===== config.mk =====
export PLATFORM = sky130hd
export DESIGN_NAME = c_fetch_queue
export DESIGN_NICKNAME = d
export VERILOG_FILES = /design/src/rtl/c_fetch_queue.sv
export SDC_FILE = /design/constraint.sdc
export NUM_CORES = 1
export LEC_CHECK = 0
export CAP_MARGIN = 25
export CORE_MARGIN = 2
export CORE_UTILIZATION = 40
export CTS_CLUSTER_DIAMETER = 80
export DETAILED_ROUTE_END_ITERATION = 12
export GPL_TIMING_DRIVEN = 0
export RECOVER_POWER = 100
export SLEW_MARGIN = 30
export SYNTH_ARGS = -nofsm -noshare
export SYNTH_HDL_FRONTEND = slang
export SYNTH_SLANG_ARGS = --single-unit

===== constraint.sdc =====
create_clock -name clk -period 3.9 [get_ports clk]
set_input_delay 0.39 -clock clk [delete_from_list [all_inputs] [get_ports clk]]
set_output_delay 0.39 -clock clk [all_outputs]
set_load 0.01 [all_outputs]

===== src/rtl/c_fetch_queue.sv =====
// c_fetch_queue: circular fetch-word queue exposing the two oldest entries, 0/1/2 retire per cycle
module c_fetch_queue #(
  parameter int DEPTH = 4,
  parameter int XLEN  = 32
) (
  input  logic                       clk,
  input  logic                       reset,
  input  logic                       flush_i,
  input  logic                       icache_valid_i,
  input  logic [XLEN-1:0]            icache_instr_i,
  input  logic [XLEN-1:0]            icache_pc_i,
  output logic                       fetch_ready_o,
  input  logic [1:0]                 deq_cnt_i,
  output logic                       q_valid_o,
  output logic [XLEN-1:0]            q_instr_o,
  output logic [XLEN-1:0]            q_pc_o,
  output logic                       q_valid2_o,
  output logic [XLEN-1:0]            q_instr2_o,
  output logic [$clog2(DEPTH+1)-1:0] count_o,
  output logic                       err_o
);
  localparam int AW = $clog2(DEPTH);
  localparam int CW = $clog2(DEPTH+1);
  logic [AW-1:0]   rd_ptr, wr_ptr, rd_ptr2;
  logic [CW-1:0]   count;
  logic            err, push, pop_ok;
  logic [1:0]      pop_amt;
  logic [XLEN-1:0] instr_mem [DEPTH];
  logic [XLEN-1:0] pc_mem [DEPTH];
  assign fetch_ready_o = count < CW'(DEPTH);
  assign push          = icache_valid_i & fetch_ready_o & ~flush_i;
  assign pop_ok        = (deq_cnt_i != 2'd3) && (CW'(deq_cnt_i) <= count);
  assign pop_amt       = pop_ok ? deq_cnt_i : 2'd0;
  assign rd_ptr2       = rd_ptr + AW'(1);
  assign q_valid_o     = count >= CW'(1);
  assign q_valid2_o    = count >= CW'(2);
  assign q_instr_o     = q_valid_o ? instr_mem[rd_ptr] : '0;
  assign q_pc_o        = q_valid_o ? pc_mem[rd_ptr] : '0;
  assign q_instr2_o    = q_valid2_o ? instr_mem[rd_ptr2] : '0;
  assign count_o       = count;
  assign err_o         = err;
  // pointers, occupancy and sticky error; flush empties the queue but leaves err alone
  always_ff @(posedge clk or negedge reset) begin
    if (!reset) begin
      rd_ptr <= '0;
      wr_ptr <= '0;
      count  <= '0;
      err    <= 1'b0;
    end else if (flush_i) begin
      rd_ptr <= '0;
      wr_ptr <= '0;
      count  <= '0;
    end else begin
      if (push) wr_ptr <= wr_ptr + AW'(1);
      rd_ptr <= rd_ptr + AW'(pop_amt);
      count  <= count + CW'(push) - CW'(pop_amt);
      if (!pop_ok || (icache_valid_i && !fetch_ready_o)) err <= 1'b1;
    end
  end
  // storage needs no reset: outputs are gated by the valid flags
  always_ff @(posedge clk) begin
    if (push) begin
      instr_mem[wr_ptr] <= icache_instr_i;
      pc_mem[wr_ptr]    <= {icache_pc_i[XLEN-1:2], 2'b00};
    end
  end
endmodule


# ---- Yosys cells after proc, flatten, opt, wreduce, memory -nomap -nowiden
# Memories as Yosys holds them, arrays and structs flattened.
# Cells that the tools add are included.
# W data, S select, Z words.
dict set report totals {
  register_bits 8
  mem_bits_rw 248
  elab_cells 36
  memories 2
}
# memory depth width read_ports rd_ports_with_merged_regs wr line
set mem_list {}
lappend mem_list {instr_mem 4 32 2 0 1 28} ;# logic [XLEN-1:0] instr_mem [DEPTH];
lappend mem_list {pc_mem 4 30 1 0 1 29} ;# logic [XLEN-1:0] pc_mem [DEPTH];
dict set report op_classes {
  addsub 5
  n_lt_le_gt_ge 4
  eq_ne 1
  n_mux 10
  bitwise 3
  n_reduce_logical 7
}
# cell count
set ops {}
lappend ops {{$mux W32} 3}
lappend ops {{$mux W2} 4}
lappend ops {{$add A2 B1 Y2 const B} 2}
lappend ops {{$add A3 B1 Y3} 1}
lappend ops {{$ge A3 B1 Y1 const B} 1}
lappend ops {{$ge A3 B2 Y1 const B} 1}
lappend ops {{$le A2 B3 Y1} 1}
lappend ops {{$lt A3 B3 Y1 const B} 1}
lappend ops {{$mux W3} 1}
lappend ops {{$sub A3 B2 Y3} 1}
lappend ops {{$add A2 B2 Y2} 1}
lappend ops {{$and A1 B1 Y1} 2}
lappend ops {{$logic_and A1 B1 Y1} 2}
lappend ops {{$logic_not A1 Y1} 2}
lappend ops {{$mux W1} 2}
lappend ops {{$ne A2 B2 Y1 const B} 1}
lappend ops {{$reduce_and A2 Y1} 1}
lappend ops {{$reduce_bool A2 Y1} 1}
lappend ops {{$logic_or A1 B1 Y1} 1}
lappend ops {{$not A1 Y1} 1}

# ---- Logic depth before layout (Yosys ltp)
# Gate-level depths: netlist (run 1).
dict set report logic_depth {
  ltp_word 6
  mapped_depth 11
}

# ---- Worst setup path after synthesis (run 1)
# OpenSTA, ideal clock, no wires.
dict set report synth_path {
  path_type {register to register}
  from {register count[2] (netlist: count_o[2])}
  to {memory instr_mem[0][0], enable pin}
  setup_time_ns 0.427
  arrival_ns 2.423
  t_required_ns 3.473
  setup_slack_ns 1.050
  stages_incl_launch_ff 4
  n_path_buf 0
  synth_period_minus_slack_ns 2.850
  path_cell_list {dfrtp_1 nor2b_1 and2b_1 and2_1}
}
dict set report synth_between {
  elab_chain_len 5
}
# item line
set synth_rtl {}
lappend synth_rtl {{start, declared} 25} ;# logic [CW-1:0] count;
lappend synth_rtl {{start signal, assigned} 56} ;# count <= count + CW'(push) - CW'(pop_amt);
lappend synth_rtl {{$lt A3 B3 Y1} 30} ;# assign fetch_ready_o = count < CW'(DEPTH);
lappend synth_rtl {{$and A1 B1 Y1 (2 in a row)} 31} ;# assign push = icache_valid_i & fetch_ready_o & ~flush_i;
lappend synth_rtl {{$mux W1} 62} ;# if (push) begin
lappend synth_rtl {{$mux W1 (not written as such)} 63} ;# instr_mem[wr_ptr] <= icache_instr_i;
lappend synth_rtl {{end, declared} 28}
# Every way passes these cells.

# ---- Final worst setup path (run 1)
dict set report layout_path {
  from {register count[2] (netlist: count_o[2])}
  to {output q_instr_o[18]}
}
dict set report layout_between {
  elab_chain_len 2
}
# item line
set layout_rtl {}
lappend layout_rtl {{$ge A3 B1 Y1} 35} ;# assign q_valid_o = count >= CW'(1);
lappend layout_rtl {{$mux W32} 37} ;# assign q_instr_o = q_valid_o ? instr_mem[rd_ptr] : '0;
lappend layout_rtl {{end, declared} 15} ;# output logic [XLEN-1:0] q_instr_o,
# Every way passes these cells.

==> results.md, run 1 <==
* Run status: complete, but fails checks
* Failing checks: max-capacitance violations, max-slew violations
* Worst skew pair latency at ~0.53 ns
* Worst-Margin Slew at 1.66 ns
* Largest net degree at the start of global routing at 39
* Post-synth EDFFs at 248
* Post_cts resized at 0
* Setup crit start: count_o[2]$_DFF_PN0_
* Synth Instances at 534
* Yosys reg bits at roughly 260
* Routability cong. at 0.726
* First-pass iteration count of the detailed router at 4
* IO Port Bufs at 168
* # clock sinks at 256
* Top Usage Layer GRT: met2
* Top cells by count, synth: edfxtp_1 (248), mux4_2 (89), nor2b_1 (63), and2_1 (36), buf_6 (13)
* Post-Route Setup TNS at 0 ns
* Total number of vias at ~5,800
* Crit end category: output port
* Synthesized area per cell at 20.6 sq um
* DR WL/cell at approximately 22 microns
* Number of global-route vias before repair at ~6,400
* Worst Path Max Fanout at 10
* Tmin final at around 3.4 ns
* LEAKAGE at 4.75 nW
* Unrepaired setup endpoints after global routing: false
* Longest Clk Path Bufs at 3
* Hold_buf cts at 0
* Max cap viols at 3
* Slew Viols, Final at 76
* Finished Cell Area at 14,200 sq um
* DR iter-0 viols at 428
* CTS Buf Count at 28
* CORE AREA at 27,000 sq um
* YS warnings at 0
* H-tree depth at 1
* Rel. slew slack at -10.9%
* Initial antenna violation count at 7
* Area contributors post-synth: edfxtp_1 (68%), mux4_2 (18%), nor2b_1 (3.6%)
* GR Overflow Total at 0
* Final net count at 817
* Sequential-to-total area share from yosys stat at 69.4%
* Cell with the most instances after synthesis: edfxtp_1
* Initial core utilization at roughly two fifths
* CTS root buf: clkbuf_16
* Area grow syn2layout at 28.3%
* Final Skew at 0.00891 ns
* Final hold vios at 0
* Final Cycle Share at between 80 and 90%
* Post-CTS setup repair buffer count at 0
* CTS tree: built
* Ys flop type: edfxtp_1
* Met1 GRT Util at between 20% and 30%
* First-pass GRT wire length at 36,600 microns
* F_max at 291 MHz
* Num rows at 60
* Worst endpoint data arrival time at 3.04 ns
* Area after DPL at 13,300 sq um
* Die ar. at 28,900 sq um
* Critical path class: flip-flop to output port
* Synth area leader: edfxtp_1
* Routed Antenna Nets at 0
* Final Routed Wirelength at 23,800 microns
* HP Class: primary input to async pin
* Layout Cells excl Fill at 1,103
* Die Ht at approximately 170 microns
* DRC at 0
* Num ports at roughly 170
* Worst endpoint required time at 3.51 ns
* GRT met3 Usage at roughly 3.7%
* Asr flop ratio synth at 3.13%
* Unique masters post-synth at 30
* Peak supply drop at 0.350 mV
* Cell Area, Synth at 11,000 sq um
* Final HPWL DP at between 15,000 and 20,000 microns
* Layout cells sized above 1 at approximately a fifth
* Placed insts at about 1,000
* Clk pin slew, worst setup/hold paths at 0.06 ns
* GRT Total Usage at 16.7%
* Final setup viols at 0
* Final Util at 52.4%
* Via density at 5.26
* Critical Path Start Type: flip-flop
* Die X at 170 microns
* Met2 GRT Util at 28.4%
* Power per Cell Area at 608 nW/um^2
* Post-synth top area share at around 68%
* Reg2reg start: count_o[2]$_DFF_PN0_
==> worst max-delay path: stages (launching register included) <==
cell and delay, ns:
dfrtp_1 0.46, inv_1 0.18, nand2_4 0.12, nor2_4 0.33, clkbuf_1 0.55, and2b_1 0.27, dlygate4sd3_1 0.60
==> logic make-up after synthesis <==
kind of cell / Yosys count / synth area share, %
xor gates and xnor gates: 4 / 0.318
other: 1 / 0.0340
and+or+nand+nor: 120 / 6.76
buffers and inverters: 42 / 2.55
AOI/OAI and AO/OA: 6 / 0.318
muxes: 96 / 19.6
DFF: 256 / 69.4
adders and majority gates: 9 / 1.09
==> stage by stage <==
step	hold slack [ns]	setup slack, ns	power (mW)
floorplan	0.0944	1.05	4.86
global placement	0.510	-0.898	6.37
detailed placement	0.516	0.946	6.40
CTS	0.142	0.580	8.96
global route	0.252	0.365	9.03
finish	0.232	0.468	8.61
==> flip-flops by register name (all words and copies together), names as in the netlist <==
signal and count:
err_o 1, pc_mem 120, count_o 3, rd_ptr 2, wr_ptr 2, instr_mem 128
==> where the power goes <==
part	internal, mW	switching, mW
sequential	3.19	0.0605
clock	1.55	0.985
combinational	1.45	1.38
==> layout make-up <==
cell class	count	area, sq um
tap	341	427
antenna	5	12.5
clock inverter	12	131
multi-input combinational	237	3100
buffer	34	243
sequential	256	7650
fill	2173	12900
inverter	8	30.0
timing repair buffer	173	1800
clock buffer	37	756
==> path summary, 6_finish.rpt <==
check	slack [ns]	cells after the start	to
max	0.47	6	q_instr_o[18]
min reg2reg	0.51	1	err_o$_DFFE_PN0P_
max reg2reg	0.91	4	pc_mem[2][18]$_DFFE_PP_
max in group asynchronous	3.37	1	rd_ptr[1]$_DFF_PN0_
min	0.23	1	wr_ptr[1]$_DFFE_PN0P_
min in group clk	0.51	1	err_o$_DFFE_PN0P_
==> per-layer routing <==
metal / part of all wire [%] / vias to the layer above / wire length [microns]
li1: - / 2561 / -
met1: 42 / 3009 / 10000
met2: 49 / 181 / 11700
met3: 6.5 / 42 / 1550
met4: 1.8 / 6 / 429
met5: 0.14 / - / 34
==> layout by cell type, fill, tap and decap left out, drive strengths merged, types with 5 or more instances in the layout <==
cell type      count
ha                 8
buf               24
diode              5
clkdlybuf4s50     12
dfrtp              8
dlygate4sd3      156
nor2               9
nor2b             64
and2              36
clkinv             9
edfxtp           248
inv                8
and2b              5
clkbuf            52
mux4              94
Power figures use the tool's default switching activity.
==> run 2, diff against run 1 <==
- CORE_MARGIN: 2 -> not set
- RECOVER_POWER: 100 -> 50
==> run 2 against run 1 <==
Against the previous run: the flow still finishes with violations (max-capacitance violations, max-slew violations); register-to-register slack lost 0.04 ns; cell area about the same; via count up 0.38%; sequential power is essentially flat; largest cell class unchanged; non-clock buffer count is 1 lower; total power rose by 2.5%; clock power about the same.
==> results.md, run 2 (synthesized netlist as in run 1, its figures left out) <==
* CTS tree: built
* Max cap viols at 3 (unchanged)
* Num rows at 60 (unchanged)
* Min Hold Slack at 0.242 ns (+0.00968 ns)
* CTS root buf: clkbuf_16
* R2R Setup Slk at 0.87 ns (-0.04 ns)
* Worst skew pair latency at 0.52 ns (about the same)
* Worst endpoint data arrival time at 2.79 ns (-0.25 ns)
* Peak supply drop at 0.392 mV (+12%)
* R2R depth at 4 (unchanged)
* Post-Route Setup TNS at 0 ns (unchanged)
* Clk pin slew, worst setup/hold paths at 0.06 ns (about the same)
* Hold_buf cts at 0 (unchanged)
* Critical Path Start Type: flip-flop
* Post_cts resized at 0 (unchanged)
* First-pass GRT wire length at 36,600 microns (about the same)
* Area after DPL at 13,300 sq um (-0.15%)
* Die Ht at 168 microns (-1.2%)
* Crit end category: output port
* Longest Clk Path Bufs at 3 (unchanged)
* Critical path class: flip-flop to output port
* GR Overflow Total at 0 (unchanged)
* Worst-Margin Slew at 1.64 ns (-0.0250 ns)
* Initial core utilization at 40.8% (unchanged)
* Final Util at 52.4% (about the same)
* Final net count at 815 (-0.24%)
* Routed Antenna Nets at 0 (unchanged)
* Dpl ws at 0.914 ns (-0.0312 ns)
* Routability cong. at 0.713 (-1.8%)
* Total power at 8.82 mW (+2.5%)
* Initial antenna violation count at 5 (-2)
* FILL cells at 2,200 (+1.2%)
* Reg area at 7650 sq um (unchanged)
* Die ar. at 28,200 sq um (-2.3%)
* Total number of vias at 5,821 (+0.38%)
* Final Routed Wirelength at 23,800 microns (+0.35%)
* # clock sinks at 256 (unchanged)
* Final setup viols at 0 (unchanged)
* Largest net degree at the start of global routing at 39 (unchanged)
* Via density at 5.29 (+0.65%)
* Reg2reg start: count_o[2]$_DFF_PN0_
* Max FFs per register at 128 (unchanged)
* Finished Cell Area at 14,200 sq um (about the same)
* Placed insts at 1,048 (-0.095%)
* Reg with most FFs: instr_mem
* Number of global-route vias before repair at 6,297 (-0.93%)
* DRC at 0 (unchanged)
* Unrepaired setup endpoints after global routing: false
* GRT Total Usage at 17.2% (+0.53 points)
* DR WL/cell at 21.7 microns (+0.62%)
* Slew Viols, Final at 78 (+2.6%)
* CORE AREA at 27,000 sq um (unchanged)
* Die X at 168 microns (-1.2%)
* Most frequent cells in the layout: edfxtp_1 (248), clkdlybuf4s50_1 (101), mux4_2 (89)
* Layout Cells excl Fill at 1,100 (-0.27%)
* Rel. slew slack at -9.27% (+1.7 points)
* Num ports at 173 (unchanged)
* IO Port Bufs at 168 (unchanged)
* Final HPWL DP at 15,400 microns (+0.58%)
* Area grow syn2layout at 28.3% (about the same)
* Final hold vios at 0 (unchanged)
* Layout cells sized above 1 at 22.1% (+1.4 points)
* DR iter-0 viols at 359 (-16%)
* Tmin final at 3.18 ns (-0.255 ns)
* Power per Cell Area at 624 nW/um^2 (+2.5%)
* RR Endpoint: pc_mem[3][2]$_DFFE_PP_
* LEAKAGE at 4.57 nW (-3.8%)
* Worst Path Max Fanout at 10 (unchanged)
* First-pass iteration count of the detailed router at 4 (unchanged)
* Final Cycle Share at 81.4% (-6.5 points)
* Worst endpoint required time at 3.51 ns (about the same)
* Post-CTS setup repair buffer count at 0 (unchanged)
* H-tree depth at 1 (unchanged)
* HP Class: primary input to async pin
* Run status: complete, but fails checks
* Final Skew at 0.00783 ns (-0.00109 ns)
* CTS Buf Count at 27 (-3.6%)
* Leading cell type in the layout, fill and taps excluded: edfxtp_1
* Multi-input logic area at 3100 sq um (about the same)
* F_max at 315 MHz (+8.0%)
* Post-route setup slack at 0.724 ns (+0.255 ns)
* Failing checks: max-capacitance violations, max-slew violations
run 2: worst max-delay path by stage:
stage | startpoint | to | cells after the start
global placement | icache_valid_i | instr_mem[2][28]$_DFFE_PP_ | 4
floorplan | count_o[2]$_DFF_PN0_ | instr_mem[0][0]$_DFFE_PP_ | 3
finish | count_o[2]$_DFF_PN0_ | q_instr_o[14] | 6
global route | count_o[2]$_DFF_PN0_ | q_instr_o[17] | 6
CTS | count_o[2]$_DFF_PN0_ | q_instr_o[14] | 6
detailed placement | deq_cnt_i[1] | count_o[2]$_DFF_PN0_ | 11
run 2: layout make-up:
cell class	count	share of cell area, %
inverter	8	0.212
tap	341	3.02
clock inverter	20	1.53
multi-input combinational	237	21.9
clock buffer	29	4.83
antenna	3	0.0531
sequential	256	54.0
buffer	34	1.78
timing repair buffer	172	12.6
run 2: critical path, cell delays in order (launching register included):
cell             delay, ns
dfrtp_1               0.47
inv_2                 0.13
nand2_4               0.10
nor2_4                0.32
clkbuf_1              0.51
and2b_1               0.25
clkdlybuf4s50_1       0.47
run 2: per-layer routing:
layer	global-route usage (%)	up-vias	routed length (microns)	share of wire, %
met5	0	-	30	0.13
met4	2.91	4	391	1.6
met3	4.04	36	1600	6.7
met2	31.0	203	12200	51
met1	21.5	3023	9660	41
li1	-	2555	-	-
run 2: power breakdown:
| part | leakage [nW] | internal (mW) | switching, mW | total [mW] |
|---|---|---|---|---|
| Combinational | 1.80 | 1.61 | 1.40 | 3.01 |
| Sequential | 2.35 | 3.19 | 0.0623 | 3.25 |
| Clock | 0.426 | 1.54 | 1.03 | 2.56 |
==> run 3, diff against run 2 <==
- clock period: 3.9 -> 2.85 ns (I/O delays scaled with it)
==> run 3 against run 2 <==
Against the previous run: the flow now finishes without violations; critical path type unchanged; register-to-register slack got worse by 0.66 ns; largest power group unchanged; worst setup slack got worse by 0.64 ns; non-clock buffer count up 3; critical endpoint is now q_instr2_o[30]; critical path depth unchanged; worst hold slack worse by 0.098 ns; first-iteration DRC count decreased by 1.9%.
==> results.md, run 3 (synthesized netlist as in run 1, its figures left out) <==
* IO Port Bufs at 168 (unchanged)
* Area grow syn2layout at 28.9%
* Most frequent cells in the layout: edfxtp_1 (248), clkdlybuf4s50_1 (100), mux4_2 (89)
* Layout Cells excl Fill at 1,101 (+0.091%)
* Die Ht at 168 microns (unchanged)
* CP max stage cell: clkdlybuf4s50_1
* Initial core utilization at 40.8% (unchanged)
* Final HPWL DP at 14,900 microns (-3.3%)
* CTS Buf Count at 27 (unchanged)
* Hold_buf cts at 0 (unchanged)
* Num ports at 173 (unchanged)
* Initial antenna violation count at 4 (-1)
* Max cap viols at 0 (-3)
* DR iter-0 viols at 352 (-1.9%)
* Routability cong. at 0.706 (-0.94%)
* Peak supply drop at 0.688 mV (+75%)
* Critical path's largest stage delay at 0.48 ns (-0.03 ns)
* HP Class: primary input to async pin
* Buf/Inv on CP at 4 (+1)
* Final net count at 818 (+0.37%)
* Final hold vios at 0 (unchanged)
* Longest Clk Path Bufs at 3 (unchanged)
* Worst endpoint required time at 2.57 ns (-0.94 ns)
* Worst skew pair latency at 0.52 ns (about the same)
* Via density at 5.28 (-0.26%)
* First-pass iteration count of the detailed router at 4 (unchanged)
* CTS root buf: clkbuf_16
* Number of global-route vias before repair at 6,404 (+1.7%)
* H-tree depth at 1 (unchanged)
* DR WL/cell at 21.7 microns (+0.21%)
* Crit end category: output port
* Largest net degree at the start of global routing at 35 (-10%)
* Slew Viols, Final at 0 (-100%)
* Critical Path Start Type: flip-flop
* Unrepaired setup endpoints after global routing: true
* Worst Path Max Fanout at 10 (unchanged)
* Power per Cell Area at 863 nW/um^2 (+38%)
* Most common cell on crit path: buf_6
* First-pass GRT wire length at 36,800 microns (+0.47%)
* # clock sinks at 256 (unchanged)
* GRT Total Usage at 17.3% (about the same)
* GR Overflow Total at 0 (unchanged)
* Layout cells sized above 1 at 23.1% (+1.0 points)
* Tmin final at 2.77 ns
* Placed insts at 1,048 (unchanged)
* Die ar. at 28,200 sq um (unchanged)
* CORE AREA at 27,000 sq um (unchanged)
* Worst-Margin Slew at 0.965 ns (-0.674 ns)
* CTS tree: built
* Final Skew at 0.0103 ns (+0.00243 ns)
* Critical path's top delay family: buffers and inverters
* LEAKAGE at 4.62 nW (+1.0%)
* Critical path class: flip-flop to output port
* DRC at 0 (unchanged)
* Rel. slew slack at 35.6% (+45 points)
* Leading cell type in the layout, fill and taps excluded: edfxtp_1
* Crit-path cells: buf_6 > buf_6 > buf_2 > mux4_2 > and2_1 > clkdlybuf4s50_1
* Die X at 168 microns (unchanged)
* Final Cycle Share at 97.0%
* Total number of vias at 5,811 (-0.17%)
* F_max at 362 MHz
* Reg with most FFs: instr_mem
* Worst endpoint data arrival time at 2.48 ns (-0.31 ns)
* Final setup viols at 0 (unchanged)
* Clk pin slew, worst setup/hold paths at 0.06 ns (about the same)
* Total power at 12.3 mW (+39%)
* Run status: complete, no violations
* Max FFs per register at 128 (unchanged)
* Routed Antenna Nets at 0 (unchanged)
* Final Routed Wirelength at 23,900 microns (+0.30%)
* Num rows at 60 (unchanged)
-- run 3: final timing paths --
check	from	end	slack [ns]	cells after the start
setup / recovery	rd_ptr[1]$_DFF_PN0_	q_instr2_o[30]	0.08	6
hold / removal	reset	wr_ptr[1]$_DFFE_PN0P_	0.14	1
setup reg to reg	count_o[1]$_DFF_PN0_	count_o[2]$_DFF_PN0_	0.21	11
hold reg to reg	err_o$_DFFE_PN0P_	err_o$_DFFE_PN0P_	0.48	1
max in group asynchronous	reset	count_o[2]$_DFF_PN0_	2.37	1
min in group clk	icache_instr_i[30]	instr_mem[3][30]$_DFFE_PP_	0.47	1
-- run 3: what timing repair did --
item | in CTS | in global routing
pin swaps | 1 | 1
endpoints found under the setup margin | 60 | 18
setup buffers | 3 | 0
gates resized for setup | 10 | 5
-- run 3: stage by stage --
step	hold WS [ns]	area [sq um]	worst slack, ns	setup TNS (ns)	utilization (%)
after floorplan	-0.0106	11000	0.000111	0	-
after global placement	0.468	13100	-1.80	-278.93	48.6
after detailed placement	0.484	13200	0.0151	0	49.0
after CTS	0.0616	14200	0.0222	0	52.5
after global routing	0.155	14200	-0.0255	-0.0883	52.6
final	0.145	14200	0.0849	0	52.6
-- run 3: area by class of cell --
type                    count  area (sq um)
flip-flops and latches    256          7650
diodes                      3          7.51
repair buffers            175          1790
clock inverters            18           233
well taps                 341           427
multi-input cells         237          3110
inverters                   8          30.0
fillers                  2172         12800
plain buffers              34           282
clock buffers              29           683
-- run 3: power by group --
| group | total [mW] | internal, mW | leakage, nW | switching [mW] |
|---|---|---|---|---|
| logic | 4.20 | 2.28 | 1.83 | 1.92 |
| clock network | 3.62 | 2.25 | 0.444 | 1.36 |
| registers | 4.45 | 4.36 | 2.35 | 0.0840 |
-- run 3: routing by layer --
metal  share of wire (%)  global-route usage (%)  vias up  routed length, microns
met5                0.16                       0        -                      39
met4                 2.2                    4.15        6                     527
met3                 5.5                    3.69       37                    1310
met2                  51                    30.7      175                   12300
met1                  41                    21.5     3035                    9760
li1                    -                       -     2558                       -
